## src/rtl/alu_pkg.sv

```systemverilog
// Shared types for the RISC16 execute stage: alu function codes,
// the multiply opcode that lives outside the alu encoding, and the
// controller state encoding.
package alu_pkg;

    localparam int WIDTH = 16;

    typedef enum logic [3:0] {
        NAND = 4'd0,
        AND  = 4'd1,
        NOR  = 4'd2,
        OR   = 4'd3,
        ADD  = 4'd4,
        SUB  = 4'd5,
        XOR  = 4'd6,
        SL   = 4'd7,
        SR   = 4'd8
    } alu_func_e;

    localparam logic [3:0] OP_MUL = 4'hF;

    typedef enum logic [2:0] {
        IDLE    = 3'd0,
        EXEC    = 3'd1,
        MUL_ADD = 3'd2,
        MUL_SH  = 3'd3,
        DONE    = 3'd4
    } ctrl_state_e;

endpackage

```

## src/rtl/alu_ctrl_regfile.sv

```systemverilog
// 8x16 register file: two operand read ports, one debug read port and a
// single synchronous write port. r0 always reads zero and ignores writes.
module alu_ctrl_regfile
    import alu_pkg::*;
#(
    parameter int NREGS = 8
) (
    input  logic             clk,
    input  logic             rst,
    input  logic             we_i,
    input  logic [2:0]       waddr_i,
    input  logic [WIDTH-1:0] wdata_i,
    input  logic [2:0]       raddr_a_i,
    output logic [WIDTH-1:0] rdata_a_o,
    input  logic [2:0]       raddr_b_i,
    output logic [WIDTH-1:0] rdata_b_o,
    input  logic [2:0]       dbg_addr_i,
    output logic [WIDTH-1:0] dbg_data_o
);

    logic [WIDTH-1:0] regs_q [NREGS];

    // Clear every register on reset; afterwards commit writes, dropping any aimed at r0.
    always_ff @(posedge clk or posedge rst) begin
        if (rst) begin
            for (int i = 0; i < NREGS; i++) begin
                regs_q[i] <= '0;
            end
        end else if (we_i && (waddr_i != 3'd0)) begin
            regs_q[waddr_i] <= wdata_i;
        end
    end

    // Read ports are purely combinational, with r0 forced to zero.
    always_comb begin
        rdata_a_o  = (raddr_a_i  == 3'd0) ? '0 : regs_q[raddr_a_i];
        rdata_b_o  = (raddr_b_i  == 3'd0) ? '0 : regs_q[raddr_b_i];
        dbg_data_o = (dbg_addr_i == 3'd0) ? '0 : regs_q[dbg_addr_i];
    end

endmodule

```

## src/rtl/alu_ctrl.sv

```systemverilog
// Execute-stage controller. Takes one decoded op per handshake, reads its
// operands, drives the external alu for one cycle (or a shift-and-add
// sequence for MUL), writes the result back and holds it on the done port
// until the consumer takes it.
module alu_ctrl
    import alu_pkg::*;
#(
    parameter int NREGS  = 8,
    parameter bit MUL_EN = 1'b1
) (
    input  logic             clk,
    input  logic             rst,
    input  logic             in_valid_i,
    output logic             in_ready_o,
    input  logic [3:0]       in_op_i,
    input  logic [2:0]       in_rd_i,
    input  logic [2:0]       in_rs_i,
    input  logic [2:0]       in_rt_i,
    input  logic             in_use_imm_i,
    input  logic [WIDTH-1:0] in_imm_i,
    output logic [3:0]       alu_func_o,
    output logic [WIDTH-1:0] alu_a_o,
    output logic [WIDTH-1:0] alu_b_o,
    input  logic [WIDTH-1:0] alu_out_i,
    output logic             done_valid_o,
    input  logic             done_ready_i,
    output logic [2:0]       done_rd_o,
    output logic [WIDTH-1:0] done_data_o,
    output logic             done_err_o,
    input  logic [2:0]       dbg_addr_i,
    output logic [WIDTH-1:0] dbg_data_o
);

    ctrl_state_e      state_q, state_d;
    logic [WIDTH-1:0] a_q, b_q, acc_q, done_data_q;
    logic [3:0]       op_q;
    logic [2:0]       rd_q;
    logic             err_q;

    logic [WIDTH-1:0] rdata_a, rdata_b, b_sel, q_shift;
    logic             accept, illegal, q_last;
    logic             rf_we;
    logic [WIDTH-1:0] rf_wdata;

    assign accept  = in_valid_i && (state_q == IDLE);
    assign b_sel   = in_use_imm_i ? in_imm_i : rdata_b;
    assign illegal = !((in_op_i <= 4'd8) || (MUL_EN && (in_op_i == OP_MUL)));
    // b_q doubles as the multiplier; its shifted value decides when MUL ends.
    assign q_shift = {1'b0, b_q[WIDTH-1:1]};
    assign q_last  = (q_shift == '0);

    assign done_rd_o   = rd_q;
    assign done_data_o = done_data_q;
    assign done_err_o  = err_q;

    alu_ctrl_regfile #(
        .NREGS(NREGS)
    ) u_regfile (
        .clk        (clk),
        .rst        (rst),
        .we_i       (rf_we),
        .waddr_i    (rd_q),
        .wdata_i    (rf_wdata),
        .raddr_a_i  (in_rs_i),
        .rdata_a_o  (rdata_a),
        .raddr_b_i  (in_rt_i),
        .rdata_b_o  (rdata_b),
        .dbg_addr_i (dbg_addr_i),
        .dbg_data_o (dbg_data_o)
    );

    // State register; reset aborts whatever op is in flight.
    always_ff @(posedge clk or posedge rst) begin
        if (rst) begin
            state_q <= IDLE;
        end else begin
            state_q <= state_d;
        end
    end

    // Next-state selection: ALU and illegal ops take one EXEC cycle, MUL walks the multiplier bits.
    always_comb begin
        state_d = state_q;
        case (state_q)
            IDLE: begin
                if (in_valid_i) begin
                    if (!illegal && (in_op_i == OP_MUL)) begin
                        state_d = b_sel[0] ? MUL_ADD : MUL_SH;
                    end else begin
                        state_d = EXEC;
                    end
                end
            end
            EXEC:    state_d = DONE;
            MUL_ADD: state_d = MUL_SH;
            MUL_SH: begin
                if (q_last) begin
                    state_d = DONE;
                end else begin
                    state_d = q_shift[0] ? MUL_ADD : MUL_SH;
                end
            end
            DONE: begin
                if (done_ready_i) begin
                    state_d = IDLE;
                end
            end
            default: state_d = IDLE;
        endcase
    end

    // Drive the alu, handshake flags and regfile write strobe from the current state.
    always_comb begin
        alu_func_o   = ADD;
        alu_a_o      = '0;
        alu_b_o      = '0;
        rf_we        = 1'b0;
        rf_wdata     = alu_out_i;
        in_ready_o   = (state_q == IDLE);
        done_valid_o = (state_q == DONE);
        case (state_q)
            EXEC: begin
                if (!err_q) begin
                    alu_func_o = op_q;
                    alu_a_o    = a_q;
                    alu_b_o    = b_q;
                    rf_we      = 1'b1;
                end
            end
            MUL_ADD: begin
                alu_func_o = ADD;
                alu_a_o    = acc_q;
                alu_b_o    = a_q;
            end
            MUL_SH: begin
                alu_func_o = SL;
                alu_a_o    = a_q;
                alu_b_o    = 16'd1;
                rf_we      = q_last;
                rf_wdata   = acc_q;
            end
            default: ;
        endcase
    end

    // Operand latching at accept, then accumulator/multiplicand updates and result capture.
    always_ff @(posedge clk or posedge rst) begin
        if (rst) begin
            a_q         <= '0;
            b_q         <= '0;
            acc_q       <= '0;
            done_data_q <= '0;
            op_q        <= ADD;
            rd_q        <= '0;
            err_q       <= 1'b0;
        end else begin
            case (state_q)
                IDLE: begin
                    if (accept) begin
                        a_q   <= rdata_a;
                        b_q   <= b_sel;
                        acc_q <= '0;
                        op_q  <= in_op_i;
                        rd_q  <= in_rd_i;
                        err_q <= illegal;
                    end
                end
                EXEC: begin
                    done_data_q <= err_q ? '0 : alu_out_i;
                end
                MUL_ADD: begin
                    acc_q <= alu_out_i;
                end
                MUL_SH: begin
                    a_q <= alu_out_i;
                    b_q <= q_shift;
                    if (q_last) begin
                        done_data_q <= acc_q;
                    end
                end
                default: ;
            endcase
        end
    end

endmodule
```

## config.mk

```make
export PLATFORM = sky130hd
export DESIGN_NAME = alu_ctrl
export DESIGN_NICKNAME = d
export VERILOG_FILES = /design/src/rtl/alu_pkg.sv /design/src/rtl/alu_ctrl_regfile.sv /design/src/rtl/alu_ctrl.sv
export SDC_FILE = /design/constraint.sdc
export NUM_CORES = 1
export LEC_CHECK = 0
export BUFFER_PORTS_ARGS = -buffer_cell sky130_fd_sc_hd__buf_4
export CORE_ASPECT_RATIO = 0.5
export CORE_MARGIN = 2
export CORE_UTILIZATION = 51
export DETAILED_ROUTE_END_ITERATION = 8
export PLACE_DENSITY = 0.71
export SKIP_LAST_GASP = 1
export SLEW_MARGIN = 20
export SYNTH_ARGS = -nofsm -noshare
export SYNTH_HDL_FRONTEND = slang
export SYNTH_HIERARCHICAL = 1
export SYNTH_SLANG_ARGS = --single-unit
```

## constraint.sdc

```tcl
create_clock -name clk -period 5.79 [get_ports clk]
set_input_delay 0.2895 -clock clk [delete_from_list [all_inputs] [get_ports clk]]
set_output_delay 0.2895 -clock clk [all_outputs]
set_load 0.05 [all_outputs]
```

# Yosys cells after proc, flatten, opt, wreduce, memory -nomap -nowiden
# Index checks and enable logic that the tools add are counted.
[totals]
register_bits = 203
inputBits = 53
word_cells = 96
[classes]
mux = 41
bitwise_logic = 4
n_lt_le_gt_ge = 6
n_eq_ne = 9
n_reduce_logical = 20
[ops]
columns = ["operator", "count"]
rows = [
  ["2-to-1 mux 16 bit", 19],
  ["binary-select mux 16 bit (select 3 bit)", 3],
  ["bitwise mux 128 bit", 1],
  ["case mux 16 bit (2 select lines)", 4],
  ["case mux 16 bit (3 select lines)", 2],
  ["demux 16 bit (select 3 bit)", 1],
  ["greater-or-equal comparator 4 bit, second input constant", 4],
  ["logical NOT 16 bit", 1],
  ["inverter 3 -> 4 bit", 4],
  ["case mux 3 bit (5 select lines)", 1],
  ["logical NOT 3 bit", 4],
  ["AND reduction 2 bit", 5],
  ["2-to-1 mux 3 bit", 3],
  ["case mux 4 bit (2 select lines)", 1],
  ["equality test 3 x 2 -> 1 bit, second input constant", 2],
  ["nonzero test 2 bit", 3],
  ["equality test 4 bit, second input constant", 1],
  ["<= comparator 4 bit, second input constant", 1],
  ["logical AND 1 bit", 4],
  ["less-than comparator 4 x 1 -> 1 bit, second input constant", 1],
  ["2-to-1 mux 4 bit", 1],
  ["!= test 2 x 1 -> 1 bit, second input constant", 2],
  ["!= test 2 bit, second input constant", 2],
  ["equality test 3 x 1 -> 1 bit, second input constant", 1],
  ["other kinds (7)", 9],
]

# Depth between registers and ports, before layout
[depth]
word_depth = 10
depth_mapped = 10

# Cells and area by module
# The synthesis kept the hierarchy.
[by_module_without_submodules]
columns = ["module", "cells_per_inst", "area_each_um2", "n_inst"]
rows = [
  ["alu_ctrl_regfile", 548, 7133.1, 1],
  ["alu_ctrl", 482, 4212.8, 1],
]

# Least setup slack after synthesis
# No wires, ideal clock.
[synth_path]
path_kind = "in2out"
from = "input dbg_addr_i[2]"
to = "output dbg_data_o[0]"
arrival_time_ns = 2.153
stages = 5
setup_slack_ns = 3.347
t_required_ns = 5.501
path_cell_list = "buf_2 -> and2_1 -> clkbuf_1 -> buf_2 -> a221oi_1"
[synth_via]
elab_chain_len = 5
elab_cells_between_ends = 6
[synth_rtl]
columns = ["item", "line_no", "rtl"]
rows = [
  ["start: declaration", "alu_ctrl.sv:30", "input logic [2:0] dbg_addr_i,"],
  ["inverter 3 -> 4 bit (implied by the code)", "alu_ctrl_regfile.sv:38", "dbg_data_o = (dbg_addr_i == 3'd0) ? '0 : regs_q[dbg_addr_i];"],
  ["binary-select mux 16 bit (select 3 bit)", "alu_ctrl_regfile.sv:38", ""],
  ["2-to-1 mux 16 bit (implied by the code) (2 in a row)", "alu_ctrl_regfile.sv:38", ""],
  ["2-to-1 mux 16 bit *", "alu_ctrl_regfile.sv:38", ""],
  ["end: declaration", "alu_ctrl.sv:31", "output logic [WIDTH-1:0] dbg_data_o"],
]
# Mark *: on every way between the ends. The rest lies on a longest branch, timed or not. The select of a mux whose other input is x is not followed.

# Final worst setup path
[layout_path]
from = "register state_q[1]"
to = "register u_regfile/regs_q[90] (netlist name)"
[layout_via]
elab_chain_len = 3
elab_cells_between_ends = 6
[layout_rtl]
columns = ["item", "line_no", "rtl"]
rows = [
  ["start: declaration", "alu_ctrl.sv:34", "ctrl_state_e state_q, state_d;"],
  ["start signal: assignment", "alu_ctrl.sv:77", "state_q <= state_d;"],
  ["equality test 3 x 2 -> 1 bit or equality test 3 x 1 -> 1 bit (tied branches)", "alu_ctrl.sv:121", "case (state_q)"],
  ["case mux 1 bit (2 select lines) *", "alu_ctrl.sv:121", ""],
  ["net rf_we", "alu_ctrl.sv:42", "logic rf_we;"],
  ["logical AND 1 bit *", "alu_ctrl_regfile.sv:29", "end else if (we_i && (waddr_i != 3'd0)) begin"],
  ["end signal: indexed assignment", "alu_ctrl_regfile.sv:30", "regs_q[waddr_i] <= wdata_i;"],
  ["end: declaration", "alu_ctrl_regfile.sv:21", "logic [WIDTH-1:0] regs_q [NREGS];"],
]
# The timed path passes the listed nets; every way through them passes the cells marked *.
# A chain may end at the register's enable or synchronous reset.

==> results.toml <==
[worst_setup_path]
cp-end-kind = "flip-flop"
worstPathMaxFanout = 52
cp.arrival_ps = 3820
timing.rr.end = "u_regfile/regs_q[90]"
cp-start-kind = "flip-flop"
worstSetupPathType = "flip-flop to flip-flop"
reg2reg_from = "state_q[1]"
worst_ep_required_time_ps = 6110
cp_cell_sequence = "nand3b_1 > buf_4 > o21bai_1 > and4bb_1 > mux2_2"
reg2reg_setup_slack_ps = 2290
max_stage_delay_ps = 1050
crit_slowest_cell = "and4bb_1"
rr_worst_depth = 5

[floorplanning]
io-pin-count = 127
die_h_um = 109
dieArea_mm2 = 0.0235
rows = 38
core_area_mm2 = 0.0217
initial_core_util = 0.522
fp.dieW_um = 215

[hold_path]
min_path_type = "primary input to flip-flop"
whs_path_depth = 3
min-delay-start = "in_rd_i[1]"
min_to = "done_rd_o[1]"

[detailed_routing]
ant_nets = 0
wl_met1_um = 15200
drtIter0Drc = 1214
firstDrtPassIters = 5
wl_per_cell_um = 24.0
met2_wirelength_um = 14200
top_layer_used = "met4"
drc_errors = 0
via_per_inst = 6.37
met3WireLength_um = 3520
wirelength_um = 33600
vias = 8921

[grt]
track_usage = 0.290
grt_pass1_wl_um = 51700
grt-ovfl-total = 0
grt_max_degree = 76
grt_pass1_vias = 8722
antenna_found_initial = 1

[timing]
worst_pin_slew_ps = 1130
clock_skew_ps = 11.5
final_hold_viol_count = 0
setup_viol = 0
min_period_over_period = 0.605
slew_headroom = 0.247
setup_tns_ps = 0
maxSlewViolCount = 0
rsz0062_at_grt = "false"
hold_ws_ps = 44.4
min_period_ps = 3500
max_freq_mhz = 285

[pwr]
peakVddDrop_mv = 0.236
total_leakage_power_nw = 5.58
p_per_area_mw_per_mm2 = 480

[cts]
insertion_delay_ps = 440
post_cts_buffers = 0
clkSinkCount = 187
numCtsBuffers = 17
cts-root-buf = "clkbuf_16"
cts_buffer_depth = 2
clkTransAtPathRegs_ps = 70
cts_tree = "yes"
ctsHtreeMaxLevel = 4

[finish]
utilization = 0.584
nNetsFinal = 1140
nFillCells = 1840
layout-drive-gt1-share = 0.328
area_delta_synth_final_pct = 11.9
final_area_mm2 = 0.0127

[synthesis]
syn_area_per_cell_um2 = 11.0
synthCells = 1030
yosysUniqueCellTypes = 51
yosysWarnings = 6
synth_area_mm2 = 0.0113
ys_seq_elements = 187
syn_nets = 1083
ys_seq_area_frac = 0.413

[placed_design]
gp_congestion = 0.896
port-buffer-count = 126
place_hpwl_um = 22200
placed_cell_area_mm2 = 0.0121

[run_status]
outcome = "completed"

[job]
drv_cap = 0
## cell usage in the layout, fill, tap and decap left out, types with 2 or more instances in the layout
| cell type | netlist | final |
|---|---|---|
| a211oi_1 | 4 | 4 |
| a21oi_1 | 5 | 5 |
| a221oi_1 | 90 | 90 |
| a22o_1 | 49 | 49 |
| a31oi_1 | 18 | 18 |
| and2_1 | 6 | 5 |
| and3b_1 | 3 | 2 |
| and4bb_1 | 2 | 2 |
| buf_4 | 12 | 134 |
| clkbuf_16 | 0 | 17 |
| clkinv_2 | 0 | 3 |
| clkinv_4 | 0 | 2 |
| clkinvlp_4 | 0 | 4 |
| dfrtp_1 | 186 | 186 |
| inv_1 | 6 | 4 |
| inv_6 | 0 | 3 |
| mux2_1 | 9 | 9 |
| mux2_2 | 138 | 138 |
| mux2_4 | 29 | 29 |
| mux2i_1 | 112 | 112 |
| nand2_1 | 173 | 173 |
| nand4_2 | 2 | 2 |
| nand4b_4 | 3 | 3 |
| nor2_1 | 20 | 19 |
| nor2b_2 | 1 | 5 |
| nor3_1 | 3 | 2 |
| nor3_2 | 1 | 2 |
| nor4_2 | 3 | 3 |
| o21ai_0 | 45 | 45 |
| o21ai_1 | 2 | 2 |
## area by class of cell
type	instances	area, µm²	share of cell area
Tap cell	300	375	0.0296
Multi-Input combinational cell	740	6030	0.475
Clock buffer	19	443	0.0349
Sequential cell	187	4680	0.369
Timing Repair Buffer	135	1020	0.0800
Inverter	6	25.0	0.00197
Clock inverter	13	119	0.00936
Antenna cell	1	2.50	0.000197
## worst max-delay path by stage
stage	slack, ps	startpoint	end	cells after the start
after global routing	2150	state_q[1]	u_regfile/regs_q[90]	5
after global placement	2490	state_q[1]	u_regfile/regs_q[94]	5
after detailed placement	2370	state_q[1]	u_regfile/regs_q[90]	5
final	2290	state_q[1]	u_regfile/regs_q[90]	5
after floorplan	2540	rst	u_regfile/regs_q[0]	1
after CTS	2380	state_q[1]	u_regfile/regs_q[90]	5
## metal layers
layer | track usage | up-vias
li1 | - | 3969
met1 | 0.413 | 4468
met2 | 0.423 | 428
met3 | 0.0871 | 56
met4 | 0.0908 | 0
met5 | 0 | -
## cells in the mapped netlist, drive strengths merged
cell	instances	area share
a21o	2	0.0014
clkbuf	26	0.0088
nand4	2	0.0022
o21ai	47	0.021
nand3	1	0.00044
a41oi	1	0.00077
a22o	50	0.039
nor2	20	0.0066
a31oi	18	0.0099
nor4b	1	0.0021
and4bb	2	0.0022
o31ai	1	0.00066
inv	6	0.0020
mux2i	112	0.099
nand4b	3	0.0063
nand2	174	0.058
buf	71	0.047
a21oi	6	0.0036
and3b	3	0.0023
nand3b	1	0.00066
mux2	176	0.18
dfstp	1	0.0023
a221oi	90	0.069
nor2b	6	0.0035
or2	1	0.00055
nand2b	2	0.0018
nor3b	1	0.00066
nor4	3	0.0033
and2b	1	0.00066
o21bai	1	0.00066
dfrtp	186	0.41
a211oi	4	0.0026
and2	6	0.0033
nor3	5	0.0036
## metrics by stage
step                      worst slack, ps  power, mW  std cells
after global placement               2490       4.82       1367
after floorplan                      2540       4.20       1030
after CTS                            2380       6.07       1400
after detailed placement             2370       4.92       1367
final                                2290       6.09       1401
after global routing                 2150       6.39       1400
## cell families (layout without fill, tap and decap cells)
logic type             count (synthesis)  after routing  synth area share
and+or+nand+nor                      232            232            0.0980
DFF                                  187            187             0.413
muxes                                288            288             0.283
other                                  0              1                 0
AOI/OAI and AO/OA                    220            220             0.149
buffers and inverters                103            173            0.0577
## power breakdown
group / leakage [nW] / internal [mW] / switching, mW
registers: 2.15 / 1.79 / 0.525
clock network: 0.266 / 0.608 / 0.540
logic: 3.16 / 1.09 / 1.54
total: 5.58 / 3.49 / 2.60
## registers in the layout, indices dropped and copies added, names as in the netlist
signal,cells
op_q,4
u_regfile/regs_q,112
state_q,3
done_rd_o,3
done_data_o,16
done_err_o,1
b_q,16
a_q,16
acc_q,16
## critical path: cells and delay by family, from the launching register on
family,cells,cell delay (ps)
buffers and inverters,1,300
multiplexers,1,430
AND/OR/NAND/NOR,2,1170
AO/OA/AOI/OAI,1,830
flip-flops,1,630
## what timing repair did
item | CTS | global route
hold buffers | 1 | 0
resized for setup | 0 | 0
hold endpoints to repair | 2 | 0
No activity file was read; power rests on OpenSTA's default activity.
